## src/rtl/merge_arb_pkg.sv

```systemverilog
// Shared types and constants for the two-lane merge arbiter.
// Holds the arbitration state encoding, the lane-mask command codes and the lane indices.
package merge_arb_pkg;

  typedef enum logic [1:0] {
    ST_IDLE       = 2'd0,
    ST_GRANT_LOW  = 2'd1,
    ST_GRANT_HIGH = 2'd2
  } arb_state_e;

  localparam logic [1:0] CMD_NONE = 2'b00;
  localparam logic [1:0] CMD_LOW  = 2'b01;
  localparam logic [1:0] CMD_HIGH = 2'b10;
  localparam logic [1:0] CMD_BOTH = 2'b11;

  localparam logic LANE_LOW  = 1'b0;
  localparam logic LANE_HIGH = 1'b1;

  // Wide enough for the largest allowed burst limit (15).
  localparam int BURST_W = 4;

  function automatic arb_state_e grant_state(input logic lane);
    return (lane == LANE_HIGH) ? ST_GRANT_HIGH : ST_GRANT_LOW;
  endfunction

endpackage

```

## src/rtl/merge_out_reg.sv

```systemverilog
// Output register stage of the merge arbiter: captures data and source lane on load,
// clears the valid flag when the held beat is taken without a replacement.
module merge_out_reg #(
  parameter int DATA_WIDTH = 32
) (
  input  logic                  clk,
  input  logic                  rst,
  input  logic                  load,
  input  logic                  drain,
  input  logic [DATA_WIDTH-1:0] d_data,
  input  logic                  d_src,
  output logic                  valid,
  output logic [DATA_WIDTH-1:0] data,
  output logic                  src
);

  // NOTE: the data register is reset too, so a reset mid-burst discards the held beat
  // instead of leaving stale data visible on the output.
  always_ff @(posedge clk or posedge rst) begin
    if (rst) begin
      valid <= 1'b0;
      data  <= '0;
      src   <= 1'b0;
    end else if (load) begin
      valid <= 1'b1;
      data  <= d_data;
      src   <= d_src;
    end else if (valid && drain) begin
      valid <= 1'b0;
    end
  end

endmodule

```

## src/rtl/merge_arbiter_ctrl.sv

```systemverilog
// Two-lane merge arbiter: picks one eligible lane per cycle with burst-limited
// round-robin fairness and feeds a single registered output stage.
module merge_arbiter_ctrl
  import merge_arb_pkg::*;
#(
  parameter int DATA_WIDTH = 32,
  parameter int MAX_BURST  = 4
) (
  input  logic                    clk,
  input  logic                    rst,
  input  logic [1:0]              i_valid,
  input  logic [2*DATA_WIDTH-1:0] i_data_bus,
  output logic [1:0]              o_ready,
  output logic                    o_valid,
  output logic [DATA_WIDTH-1:0]   o_data_bus,
  output logic                    o_src,
  input  logic                    i_ready,
  input  logic                    i_en,
  input  logic [1:0]              i_cmd
);

  localparam logic [BURST_W-1:0] MAX_B = BURST_W'(MAX_BURST);

  arb_state_e             state;
  logic [BURST_W-1:0]     burst_cnt;
  logic                   last_src;

  logic [1:0]             elig;
  logic                   space;
  logic                   load;
  logic                   hold_lane;
  logic                   sel_valid;
  logic                   sel_lane;
  logic                   sel_cont;
  logic [DATA_WIDTH-1:0]  sel_data;

  assign elig  = i_valid & i_cmd;
  assign space = !o_valid || i_ready;
  // Reset gating keeps o_ready at 00 while rst is high, even with requests present.
  assign load  = i_en && space && sel_valid && !rst;

  // NOTE: every output of this block gets a default first, so no path infers a latch.
  always_comb begin
    sel_valid = 1'b0;
    sel_lane  = LANE_LOW;
    sel_cont  = 1'b0;
    hold_lane = (state == ST_GRANT_HIGH);
    unique case (state)
      ST_IDLE: begin
        if (elig == CMD_BOTH) begin
          sel_valid = 1'b1;
          sel_lane  = ~last_src;
        end else if (elig[LANE_LOW]) begin
          sel_valid = 1'b1;
          sel_lane  = LANE_LOW;
        end else if (elig[LANE_HIGH]) begin
          sel_valid = 1'b1;
          sel_lane  = LANE_HIGH;
        end
      end
      ST_GRANT_LOW, ST_GRANT_HIGH: begin
        // Keep the holder until its burst is used up, but only while the other lane waits.
        if (elig[hold_lane] && (burst_cnt < MAX_B || !elig[~hold_lane])) begin
          sel_valid = 1'b1;
          sel_lane  = hold_lane;
          sel_cont  = 1'b1;
        end else if (elig[~hold_lane]) begin
          sel_valid = 1'b1;
          sel_lane  = ~hold_lane;
        end
      end
      default: begin
        sel_valid = 1'b0;
      end
    endcase
  end

  assign sel_data = sel_lane ? i_data_bus[2*DATA_WIDTH-1:DATA_WIDTH]
                             : i_data_bus[DATA_WIDTH-1:0];
  assign o_ready  = load ? (sel_lane ? 2'b10 : 2'b01) : 2'b00;

  // NOTE: sequential state uses non-blocking assignments only, so every reader sees
  // the pre-edge value regardless of block ordering.
  always_ff @(posedge clk or posedge rst) begin
    if (rst) begin
      state     <= ST_IDLE;
      burst_cnt <= '0;
      last_src  <= LANE_HIGH;
    end else if (load) begin
      state    <= grant_state(sel_lane);
      last_src <= sel_lane;
      if (!sel_cont) begin
        burst_cnt <= BURST_W'(1);
      end else if (burst_cnt < MAX_B) begin
        burst_cnt <= burst_cnt + BURST_W'(1);
      end
    end else if (i_en && space && (elig == CMD_NONE) && (state != ST_IDLE)) begin
      state     <= ST_IDLE;
      burst_cnt <= '0;
    end
  end

  merge_out_reg #(
    .DATA_WIDTH(DATA_WIDTH)
  ) u_out_reg (
    .clk    (clk),
    .rst    (rst),
    .load   (load),
    .drain  (i_ready),
    .d_data (sel_data),
    .d_src  (sel_lane),
    .valid  (o_valid),
    .data   (o_data_bus),
    .src    (o_src)
  );

endmodule

```

## config.mk

```make
export PLATFORM = sky130hd
export DESIGN_NAME = merge_arbiter_ctrl
export DESIGN_NICKNAME = d
export VERILOG_FILES = /design/src/rtl/merge_arb_pkg.sv /design/src/rtl/merge_out_reg.sv /design/src/rtl/merge_arbiter_ctrl.sv
export SDC_FILE = /design/constraint.sdc
export NUM_CORES = 1
export LEC_CHECK = 0
export ABC_CLOCK_PERIOD_IN_PS = 5000
export BUFFER_PORTS_ARGS = -buffer_cell sky130_fd_sc_hd__buf_2
export CAP_MARGIN = 20
export CORE_ASPECT_RATIO = 0.8
export CORE_UTILIZATION = 45
export CTS_BUF_LIST = sky130_fd_sc_hd__clkbuf_8
export CTS_CLUSTER_DIAMETER = 30
export DETAILED_ROUTE_END_ITERATION = 8
export GPL_TIMING_DRIVEN = 0
export HOLD_SLACK_MARGIN = 0.02
export PLACE_DENSITY = 0.85
export SLEW_MARGIN = 10
export SYNTH_ARGS = -nofsm -noshare
export SYNTH_HDL_FRONTEND = slang
export SYNTH_SLANG_ARGS = --single-unit
```

## constraint.sdc

```tcl
create_clock -name clk -period 5 [get_ports clk]
set_input_delay 1 -clock clk [delete_from_list [all_inputs] [get_ports clk]]
set_output_delay 1 -clock clk [all_outputs]
set_load 0.02 [all_outputs]
```

# == Word-level counts from Yosys, hierarchy flattened ==
# Index checks and enable logic that the tools add are counted.
# totals
regBits,41
inputBits,72
# op_classes
bitwise,3
order_cmp,3
muxes,28
n_eq_ne,4
addsub,1
reduce_logical,19
# op_table
cell,count
32-bit two-way mux,1
1-bit two-way mux,17
4-bit two-way mux,4
2-bit two-way mux,4
1-bit logical AND,7
2-bit nonzero test,3
4-bit by 1-bit adder with 4-bit output (second input constant),1
2-bit equality test (second input constant),2
2-bit zero test,2
1-bit by 2-bit less-than comparator with 1-bit output (second input constant),2
4-bit by 3-bit less-than comparator with 1-bit output (second input constant),1
1-bit one-hot mux with 2 select lines,2
1-bit zero test,3
3-bit by 2-bit != test with 1-bit output (second input constant),1
2-bit AND,1
2-bit by 1-bit equality test with 1-bit output (second input constant),1
1-bit logical OR,2
1-bit NOT,2
2-bit AND reduction,1
2-bit OR reduction,1

# == Longest topological paths before layout ==
# Gate-level depths: netlist (run 1).
# depth
ltp_word,13
ltp_mapped,10

# == By module ==
# From an unflattened synthesis (run 1), not the netlist that was laid out.
# unflattened
hier_cells,170
hier_area_um2,2406.1
# by_module_without_submodules
module,cells_each,area_per_inst_um2,n_inst
merge_out_reg,74,1417.6,1
merge_arbiter_ctrl,96,988.4,1

# == Worst setup path after synthesis (run 1) ==
# No wires, ideal clock.
# synth_path
path_kind,input -> output
start,input port i_valid[0]
end,output port o_ready[1]
required_ps,4000
setup_slack_ps,1762
path_stages,7
arrival_time_ps,2238
path_cell_list,and3_2 -> o21ai_2 -> a311oi_2 -> nor3_4 -> buf_6 -> nand2_1 -> inv_1
# synth_via
elab_chain_len,11
# synth_rtl
item,line,text
from (decl),merge_arbiter_ctrl.sv:11,"input logic [1:0] i_valid,"
2-bit AND *,merge_arbiter_ctrl.sv:37,assign elig = i_valid & i_cmd;
1-bit two-way mux (not written as such) (2 in a row),"merge_arbiter_ctrl.sv:63, merge_arbiter_ctrl.sv:67",
1-bit zero test,merge_arbiter_ctrl.sv:63,if (elig[hold_lane] && (burst_cnt < MAX_B || !elig[~hold_lane])) begin
1-bit logical OR,merge_arbiter_ctrl.sv:63,
1-bit logical AND,merge_arbiter_ctrl.sv:63,
1-bit two-way mux,merge_arbiter_ctrl.sv:63,
1-bit one-hot mux with 2 select lines,merge_arbiter_ctrl.sv:48,unique case (state)
1-bit logical AND (2 in a row),merge_arbiter_ctrl.sv:40,assign load = i_en && space && sel_valid && !rst;
2-bit two-way mux *,merge_arbiter_ctrl.sv:80,assign o_ready = load ? (sel_lane ? 2'b10 : 2'b01) : 2'b00;
to (decl),merge_arbiter_ctrl.sv:13,"output logic [1:0] o_ready,"
# Mark *: on every way between the ends. The rest lies on a longest branch, timed or not. The select of a mux whose other input is x is not followed.

# == Final worst setup path (run 1) ==
# Ends and elaborated chain as after synthesis.

==> flow_summary.json, run 1 <==
{
  "status": "complete, no violations",
  "clock_latency_ns": 0.29,
  "global_route_wire_length_before_repair_um": 9000,
  "powerDensity_mw_per_mm2": 611,
  "cpPeakStageDelay_ns": 0.41,
  "seq_power_share_pct": 33.1,
  "cpLargestDelayFamily": "simple AND/OR/NAND/NOR gates",
  "initial_core_util_pct": 48.9,
  "synth_edf_count": 0,
  "drt-total-wl_um": 5460,
  "final_non_filler_cell_area_mm2": 0.00284,
  "cp_slowest_cell": "nor3_4",
  "cts.root.buffer_cell": "clkbuf_8",
  "rsz0062_at_grt": "no",
  "dpl_cell_area_mm2": 0.00275,
  "clockBufferDepth": 2,
  "final_nets": 433,
  "synthDominantAreaCellType": "dfrtp_1",
  "route.detailed.wl_per_inst_um": 13.2,
  "max-cap-violations": 0,
  "maxSlewHeadroom_pct": 71.7,
  "final_hold_viol_count": 0,
  "numPortBuffers": 107,
  "timing.fmax_ghz": 0.276,
  "number_of_diodes": 0,
  "setup-violations-final": 0,
  "cts_tree": "yes",
  "dp_slack_ns": 1.37,
  "io_pins": 108,
  "synth_top_flop_cell": "dfrtp_1",
  "static-leakage-power_nw": 1.50,
  "number_of_setup_buffers_added_after_cts": 0,
  "ctsHoldBuffers": 0,
  "drtIter0Drc": 123,
  "number_of_antenna_violations_at_the_first_check_in_global_routing": 0,
  "detailedPlacementHpwl_um": 4140,
  "cp_cell_sequence": "buf_2, and3_2, o21ai_2, a311oi_2, nor3_4, buf_6, nand2_1, inv_1, buf_2",
  "fraction_of_final_layout_cells_sized_beyond_drive_strength_1_pct": 40.1,
  "worst_setup_path_start_kind": "input port",
  "yosysUniqueCellTypes": 37,
  "drc": 0,
  "postSynthAreaPerCell_um2": 8.79,
  "synth_largest_type_area_fraction_pct": 47.2,
  "crit_fanout": 10,
  "design.core.area_mm2": 0.00434,
  "end_kind": "output port",
  "avgViaCountPerCell": 5.17,
  "globalplace.congestion": 0.867,
  "dr.pass1.iters": 4,
  "count_of_state_elements_after_synthesis": 41,
  "path_clk_slew_ns": 0.09,
  "route.vias.total": 2139,
  "synth_top_cells_by_count": "a21oi_1, nand2_1, dfrtp_1, nor2_1",
  "slew_at_the_pin_closest_to_its_max_slew_limit_ns": 0.423,
  "pin_count_of_the_biggest_net_entering_global_routing": 27,
  "cts_htree_levels": 2,
  "cts-buffers-inserted": 5,
  "combPwrFrac_pct": 54.5,
  "synth_area_leaders": "dfrtp_1, a21oi_1, nand2_1",
  "area.growth.synth_to_final_pct": 33.8,
  "skew_ns": 0.0125,
  "sequential_cell_area_in_the_final_layout_mm2": 0.00103,
  "die_h_um": 63.4,
  "core.rowCount": 21,
  "cts-resized-gates": 0,
  "grt.overflow.total": 0,
  "number_of_global_route_vias_before_repair": 2010,
  "cts_num_sinks": 41,
  "netSwitchingPower_mw": 0.789,
  "post-route-worst-setup-slack_ns": 1.38,
  "worstPathRequired_ns": 4.00,
  "intPower_mw": 0.944,
  "synth_area_mm2": 0.00212,
  "multi_input_comb_area_um2": 956,
  "layout.filler_cells": 358,
  "vdd_drop_max_uv": 334,
  "finalCritPeriodShare_pct": 72.4,
  "cp.buffers_inverters": 4,
  "fraction_of_power_spent_switching_nets_pct": 45.5,
  "async_flop_share_pct": 100,
  "power_frac_clock_pct": 12.4,
  "cp_data_arrival_time_ns": 2.62,
  "chipWidth_um": 78.7,
  "finalSetupTns_ns": 0,
  "seq_area_frac_synth_pct": 48.5,
  "timing.final.crit_period_ns": 3.62,
  "synthesis.nets": 318,
  "critical_path_class": "in2out",
  "worst_hold_path_class": "reg2reg",
  "total_power_mw": 1.73,
  "design.die.area_mm2": 0.00499,
  "syn-instance-count": 241,
  "max_slew_violation_count": 0,
  "synth_most_common_cell": "a21oi_1",
  "groute.usage.overall_pct": 23.2,
  "cp_common_cell": "buf_2",
  "ant_nets": 0,
  "yosys_warnings": 0
}
## cells by family after synthesis
group	after synthesis	synth area share, %
AOI/OAI and AO/OA	80	21.6
adders and majority gates	5	2.95
buffers and inverters	20	6.43
DFF	41	48.5
and+or+nand+nor	95	20.5
## stage by stage
stage          instances  util, %  hold slack (ns)
6_report             414     65.4            0.472
5_1_grt              414     65.4            0.516
4_1_cts              414     65.4            0.473
3_5_place_dp         406     63.3            0.459
3_3_place_gp         405     62.9            0.456
2_1_floorplan        241        -            0.439
## layer usage
metal / track usage (%) / vias up / wire, um / share of wire, %
li1: - / 1048 / - / -
met1: 31.0 / 982 / 2470 / 45
met2: 38.0 / 104 / 2520 / 46
met3: 5.94 / 5 / 431 / 7.9
met4: 4.86 / 0 / 34 / 0.62
met5: 0 / - / 0 / 0
## final timing paths
kind / startpoint / endpoint / slack, ns / cells past startpoint
max: i_valid[0] / o_ready[1] / 1.38 / 9
min: last_src$_DFFE_PP1P_ / last_src$_DFFE_PP1P_ / 0.47 / 2
max reg2reg: state[0]$_DFFE_PP0P_ / u_out_reg.data[2]$_DFFE_PP0P_ / 2.71 / 9
min reg2reg: last_src$_DFFE_PP1P_ / last_src$_DFFE_PP1P_ / 0.47 / 2
max in group asynchronous: rst / last_src$_DFFE_PP1P_ / 3.81 / 3
min in group asynchronous: rst / u_out_reg.data[14]$_DFFE_PP0P_ / 0.69 / 2
## power by group through the flow
stage	clock network, mW	registers [mW]	logic [mW]
final	0.215	0.573	0.945
after floorplan	0	0.739	0.485
after CTS	0.221	0.571	0.948
after global placement	0	0.568	0.925
after global routing	0.236	0.592	1.04
after detailed placement	0	0.571	0.952
## registers in the layout (all words and copies together) (netlist names)
signal,flops
state,2
last_src,1
u_out_reg.data,32
u_out_reg.valid,1
burst_cnt,4
u_out_reg.src,1
## cells in the final DEF (no fill, tap or decap), types with 2 or more instances in the layout
cell	netlist	routed
buf_2	7	114
ha_1	5	5
dfrtp_1	40	40
o21ai_0	3	3
nand3_1	2	2
a31oi_1	2	2
nor3b_1	2	2
nor3_1	2	2
clkbuf_8	0	5
a21oi_1	63	63
nor2_1	33	33
buf_6	7	7
and3_2	2	2
nand2_1	43	43
a21oi_2	2	2
inv_1	6	5
## worst register-to-register path, stage by stage, from the launching register on
cell and delay (ns):
dfrtp_1 0.40, inv_1 0.13, ha_1 0.27, and3b_1 0.21, o21ai_2 0.17, a311oi_2 0.16, nor3_4 0.41, buf_6 0.21
a21oi_1 0.08, a21oi_1 0.17
## area by class of cell
class,count,area share [%]
flip-flops and latches,41,36.2
multi-input cells,180,33.7
repair buffers,108,19.6
plain buffers,14,4.01
well taps,57,2.51
clock buffers,5,2.43
inverters,6,0.794
clock inverters,3,0.750
Note: power is estimated with default switching activity, not from simulation.
==> run 2, diff against run 1 <==
--- a/config.mk
+++ b/config.mk
@@ -5,11 +5,12 @@
 export SDC_FILE = /design/constraint.sdc
 export NUM_CORES = 1
 export LEC_CHECK = 0
-export ABC_CLOCK_PERIOD_IN_PS = 5000
+export ABC_AREA = 1
+export ABC_CLOCK_PERIOD_IN_PS = 3320
 export BUFFER_PORTS_ARGS = -buffer_cell sky130_fd_sc_hd__buf_2
 export CAP_MARGIN = 20
 export CORE_ASPECT_RATIO = 0.8
-export CORE_UTILIZATION = 45
+export CORE_UTILIZATION = 44
 export CTS_BUF_LIST = sky130_fd_sc_hd__clkbuf_8
 export CTS_CLUSTER_DIAMETER = 30
 export DETAILED_ROUTE_END_ITERATION = 8
==> constraint.sdc (replaced) <==
create_clock -name clk -period 3.32 [get_ports clk]
set_input_delay 0.664 -clock clk [delete_from_list [all_inputs] [get_ports clk]]
set_output_delay 0.664 -clock clk [all_outputs]
set_load 0.02 [all_outputs]
==> run 2 against run 1 <==
  * Register-to-register slack worse by 1.3 ns
  * Core utilization is 4.5 points lower
  * Design area rose by 10%
  * Sequential share of layout area fell by 3.3 points
  * Die area is 15% higher
  * Hold slack got worse by 0.042 ns
  * Synthesized cell count up 10%
  * Highest routed layer unchanged
  * The flow now finishes with violations (design-rule violations)
  * Combinational power is 48% higher
  * First-iteration DRC count increased by 38%
==> flow_summary.json, run 2 <==
{
  "powerDensity_mw_per_mm2": 825,
  "dp_cells": 434,
  "synth_area_leaders": "dfrtp_1, nand3_2, nand2_1",
  "cts_num_sinks": 41,
  "worst_hold_slack_across_all_endpoints_ns": 0.431,
  "finalCritPeriodShare_pct": 87.9,
  "route.vias.total": 2360,
  "cp_data_arrival_time_ns": 2.25,
  "violations_in_the_final_reports": "design-rule violations",
  "maxSlewHeadroom_pct": 37.4,
  "largest_register_ff_count": 32,
  "static-leakage-power_nw": 1.61,
  "setup.reg_to_reg.worst_slack_ns": 1.43,
  "drc": 9,
  "fraction_of_final_layout_cells_sized_beyond_drive_strength_1_pct": 46.2,
  "timing.final.crit_period_ns": 2.92,
  "numPortBuffers": 107,
  "cts_tree": "yes",
  "core.rowCount": 23,
  "slew_at_the_pin_closest_to_its_max_slew_limit_ns": 0.934,
  "number_of_antenna_violations_at_the_first_check_in_global_routing": 0,
  "route.detailed.wl_per_inst_um": 14.6,
  "dr.pass1.iters": 7,
  "most-common-layout-cells": "buf_2, nand2_1, nand3_1",
  "detailedPlacementHpwl_um": 4660,
  "avgViaCountPerCell": 5.33,
  "async_flop_share_pct": 100,
  "ctsHoldBuffers": 0,
  "ant_nets": 0,
  "yosys_warnings": 0,
  "synth_largest_type_area_fraction_pct": 41.8,
  "timing.fmax_ghz": 0.343,
  "cts.root.buffer_cell": "clkbuf_8",
  "die_h_um": 68.0,
  "syn-instance-count": 265,
  "count_of_state_elements_after_synthesis": 41,
  "crit_fanout": 21,
  "total_power_mw": 2.57,
  "dpl_cell_area_mm2": 0.00301,
  "dp_slack_ns": -0.0777,
  "critical_path.reg2reg.endpoint": "burst_cnt[1]$_DFFE_PP0P_",
  "synth_area_mm2": 0.00240,
  "end_kind": "output port",
  "clockBufferDepth": 2,
  "synth_top_cells_by_count": "nand2_1, nand3_1, dfrtp_1, nand4_1, nand3_2",
  "path_clk_slew_ns": 0.08,
  "cts_htree_levels": 2,
  "synth_edf_count": 0,
  "reg2reg_depth": 12,
  "global_route_wire_length_before_repair_um": 10100,
  "number_of_diodes": 0,
  "final_core_util_pct": 60.9,
  "rsz0062_at_grt": "no",
  "synthesis.nets": 342,
  "final_non_filler_cell_area_mm2": 0.00312,
  "io_pins": 108,
  "drtIter0Drc": 170,
  "top_register": "u_out_reg.data",
  "clock_latency_ns": 0.29,
  "number_of_setup_buffers_added_after_cts": 0,
  "yosysUniqueCellTypes": 25,
  "groute.usage.overall_pct": 22.9,
  "max_slew_violation_count": 0,
  "critical_path_class": "in2out",
  "synth_most_common_cell": "nand2_1",
  "design.core.area_mm2": 0.00512,
  "synthDominantAreaCellType": "dfrtp_1",
  "finalSetupTns_ns": 0,
  "globalplace.congestion": 0.832,
  "drt-total-wl_um": 6460,
  "worst_setup_path_start_kind": "input port",
  "postSynthAreaPerCell_um2": 9.05,
  "timing.rr.start": "state[0]$_DFFE_PP0P_",
  "final_hold_viol_count": 0,
  "worst_hold_path_class": "in2async",
  "max-cap-violations": 0,
  "vdd_drop_max_uv": 443,
  "skew_ns": 0.00540,
  "layout_top_registers": "u_out_reg.data: 32 flops, burst_cnt: 4 flops, state: 2 flops",
  "cts-buffers-inserted": 5,
  "setup-violations-final": 0,
  "number_of_global_route_vias_before_repair": 2125,
  "chipWidth_um": 84.5,
  "worstPathRequired_ns": 2.66,
  "initial_core_util_pct": 46.8,
  "seq_area_frac_synth_pct": 42.8,
  "cts-resized-gates": 0,
  "status": "finished, violations left",
  "layout.filler_cells": 473,
  "instances_no_fill": 443,
  "final_nets": 457,
  "final_common_cell": "buf_2",
  "design.die.area_mm2": 0.00575,
  "post-route-worst-setup-slack_ns": 0.401,
  "pin_count_of_the_biggest_net_entering_global_routing": 22,
  "area.growth.synth_to_final_pct": 30.2,
  "grt.overflow.total": 0,
  "synth_top_flop_cell": "dfrtp_1"
}
## run 2: worst max-delay path by stage
stage               start          to  slack [ns]  cells after the start
global placement      rst  o_ready[0]       -0.05                      8
finish                rst  o_ready[0]        0.40                      8
CTS                   rst  o_ready[0]        0.35                      8
global route          rst  o_ready[0]        0.24                      8
detailed placement    rst  o_ready[0]       -0.08                      8
floorplan             rst  o_ready[0]        0.50                      6
## run 2: worst max-delay path, cell delays in order
cell	delay, ns
buf_2	0.15
clkinvlp_4	0.42
nand3_1	0.32
a21o_2	0.17
buf_6	0.16
buf_6	0.15
nor2_1	0.05
buf_2	0.15
## run 2: per-layer routing
| layer | track usage (%) | part of all wire, % | vias up | wire length, um |
|---|---|---|---|---|
| li1 | - | - | 1149 | - |
| met1 | 31.9 | 45 | 1108 | 2940 |
| met2 | 37.8 | 47 | 96 | 3030 |
| met3 | 4.46 | 7.1 | 7 | 458 |
| met4 | 4.45 | 0.60 | 0 | 39 |
| met5 | 0 | 0 | - | 0 |
## run 2: cells by family (layout without fill, tap and decap cells)
logic type | Yosys count | after routing | share of synthesized area [%]
adder cells (fa/ha/maj) | 5 | 5 | 2.61
AO/OA/AOI/OAI | 9 | 9 | 3.18
flip-flops | 41 | 41 | 42.8
XOR/XNOR | 1 | 1 | 0.365
buffers and inverters | 31 | 147 | 8.30
AND/OR/NAND/NOR | 178 | 178 | 42.7
## run 2: cell type report
type / count / area [um2] / area share, %
repair buffers: 107 / 536 / 17.2
clock inverters: 1 / 5.00 / 0.160
inverters: 11 / 45.0 / 1.44
clock buffers: 7 / 96.3 / 3.09
plain buffers: 20 / 158 / 5.05
multi-input cells: 193 / 1170 / 37.5
flip-flops and latches: 41 / 1030 / 32.9
repair inverters: 1 / 5.00 / 0.160
well taps: 62 / 77.6 / 2.49
## run 2: power breakdown
part | internal, mW | total (mW) | switching (mW)
clock | 0.188 | 0.354 | 0.166
combinational | 0.498 | 1.40 | 0.900
sequential | 0.709 | 0.823 | 0.114
total | 1.39 | 2.57 | 1.18
==> run 3, diff against run 2 <==
==> constraint.sdc (replaced) <==
create_clock -name clk -period 3.32 [get_ports clk]
set_input_delay 0.166 -clock clk [delete_from_list [all_inputs] [get_ports clk]]
set_output_delay 0.166 -clock clk [all_outputs]
set_load 0.02 [all_outputs]
==> run 3 against run 2 <==
  * The run still ends with design-rule violations left
  * Worst setup slack better by 0.36 ns
  * First-iteration DRC count decreased by 49%
  * Sequential power decreased by 0.5%
==> flow_summary.json, run 3 (synthesis gave the netlist of run 2 again) <==
{
  "cts_num_sinks": 41,
  "detailedPlacementHpwl_um": 4810,
  "intPower_mw": 1.37,
  "end_kind": "output port",
  "critical_path.reg2reg.endpoint": "burst_cnt[1]$_DFFE_PP0P_",
  "hold-path-endpoint": "u_out_reg.valid$_DFFE_PP0P_",
  "rsz0062_at_grt": "no",
  "ant_nets": 0,
  "avgViaCountPerCell": 5.32,
  "hold_start": "i_ready",
  "setup.reg_to_reg.worst_slack_ns": 1.41,
  "max-cap-violations": 0,
  "timing.rr.start": "state[0]$_DFFE_PP0P_",
  "cts.root.buffer_cell": "clkbuf_8",
  "ctsHoldBuffers": 1,
  "die_h_um": 68.0,
  "netSwitchingPower_mw": 1.17,
  "number_of_setup_buffers_added_after_cts": 0,
  "numPortBuffers": 107,
  "cts-resized-gates": 0,
  "design.core.area_mm2": 0.00512,
  "pin_count_of_the_biggest_net_entering_global_routing": 24,
  "cts_tree": "yes",
  "timing.fmax_ghz": 0.390,
  "drtIter0Drc": 86,
  "core.rowCount": 23,
  "route.detailed.wl_per_inst_um": 14.4,
  "path_clk_slew_ns": 0.07,
  "global_route_wire_length_before_repair_um": 9970,
  "timing.final.crit_period_ns": 2.56,
  "worstPathRequired_ns": 3.15,
  "vdd_drop_max_uv": 411,
  "groute.usage.overall_pct": 22.4,
  "power_frac_clock_pct": 12.7,
  "slew_at_the_pin_closest_to_its_max_slew_limit_ns": 0.475,
  "critical_path_class": "in2out",
  "worst_hold_path_class": "in2reg",
  "number_of_antenna_violations_at_the_first_check_in_global_routing": 0,
  "io_pins": 108,
  "finalSetupTns_ns": 0,
  "most-common-layout-cells": "buf_2, nand2_1, nand3_1",
  "powerDensity_mw_per_mm2": 811,
  "top_register": "u_out_reg.data",
  "globalplace.congestion": 0.862,
  "combPwrFrac_pct": 55.1,
  "drc": 9,
  "largest_register_ff_count": 32,
  "finalCritPeriodShare_pct": 77.1,
  "worst_hold_slack_across_all_endpoints_ns": 0.0746,
  "final_common_cell": "buf_2",
  "route.vias.total": 2356,
  "hold_depth": 2,
  "cts_htree_levels": 2,
  "chipWidth_um": 84.5,
  "area.growth.synth_to_final_pct": 30.7,
  "max_slew_violation_count": 0,
  "violations_in_the_final_reports": "design-rule violations",
  "crit_fanout": 23,
  "skew_ns": 0.00299,
  "grt.overflow.total": 0,
  "maxSlewHeadroom_pct": 68.3,
  "clock_latency_ns": 0.29,
  "fraction_of_power_spent_switching_nets_pct": 46.0,
  "worst_setup_path_start_kind": "input port",
  "cp_slowest_cell": "dlygate4sd3_1",
  "cp_cell_sequence": "dlygate4sd3_1, buf_2, inv_2, buf_16, nand3_1, a21o_2, buf_6, buf_6, nor2_1, buf_2",
  "drt-total-wl_um": 6380,
  "initial_core_util_pct": 46.8,
  "static-leakage-power_nw": 1.63,
  "number_of_diodes": 0,
  "final_nets": 458,
  "seq_power_share_pct": 32.2,
  "cts-buffers-inserted": 5,
  "dr.pass1.iters": 6,
  "fraction_of_final_layout_cells_sized_beyond_drive_strength_1_pct": 45.7,
  "cp_data_arrival_time_ns": 2.39,
  "final_hold_viol_count": 0,
  "setup-violations-final": 0,
  "layout_top_registers": "u_out_reg.data: 32 flops, burst_cnt: 4 flops, state: 2 flops",
  "reg2reg_depth": 12,
  "clockBufferDepth": 2,
  "design.die.area_mm2": 0.00575,
  "cpPeakStageDelay_ns": 0.55,
  "number_of_global_route_vias_before_repair": 2171,
  "status": "finished, violations left"
}
[run 3: cell types whose count changed in the layout (fill, tap and decap cells not counted), sizes merged]
cell	before	now
clkinv	1	0
dlygate4sd3	0	1
clkinvlp	2	0
buf	122	123
inv	10	12
clkbuf	12	11
[run 3: per-stage QoR]
stage	setup WS [ns]	util, %	total power, mW	area [um2]	instances
after floorplan	0.993	-	1.80	2400	265
after global placement	0.514	58.8	2.18	3010	434
after detailed placement	1.29	59.3	2.23	3040	435
after CTS	0.747	61.2	2.56	3130	443
after global routing	0.541	61.2	2.72	3130	443
final	0.759	61.2	2.54	3130	443
[run 3: worst max-delay path by stage]
stage	from	end	slack, ns	cells after the start
6_report	rst	o_ready[0]	0.76	10
3_3_place_gp	rst	o_ready[0]	0.51	8
2_1_floorplan	rst	o_ready[0]	0.99	6
5_1_grt	rst	o_ready[0]	0.54	10
3_5_place_dp	rst	o_ready[0]	1.29	9
4_1_cts	rst	o_ready[0]	0.75	10
[run 3: worst max-delay path, delay by kind of cell]
kind / cells / cell delay, ns
simple gates: 2 / 0.24
buf+inv: 7 / 1.70
compound gates: 1 / 0.26
[run 3: per-layer routing]
metal  wire length [um]  GRT usage, %
met1               2850          28.9
met2               3000          37.9
met3                418          4.22
met4                111          9.32
met5                  0             0
[run 3: cell type report]
type / count / area, um2
Clock buffer: 6 / 82.6
Buffer: 20 / 158
Inverter: 11 / 41.3
Sequential cell: 41 / 1030
Multi-Input combinational cell: 193 / 1170
Clock inverter: 1 / 3.75
Timing Repair Buffer: 109 / 573
Tap cell: 62 / 77.6
Fill cell: 478 / 1990
[run 3: power by group through the flow]
stage               logic, mW  registers (mW)  clock network (mW)
floorplan               0.748            1.05                   0
global route             1.53           0.840               0.354
detailed placement       1.41           0.822                   0
finish                   1.40           0.819               0.323
global placement         1.36           0.821                   0
CTS                      1.41           0.818               0.334
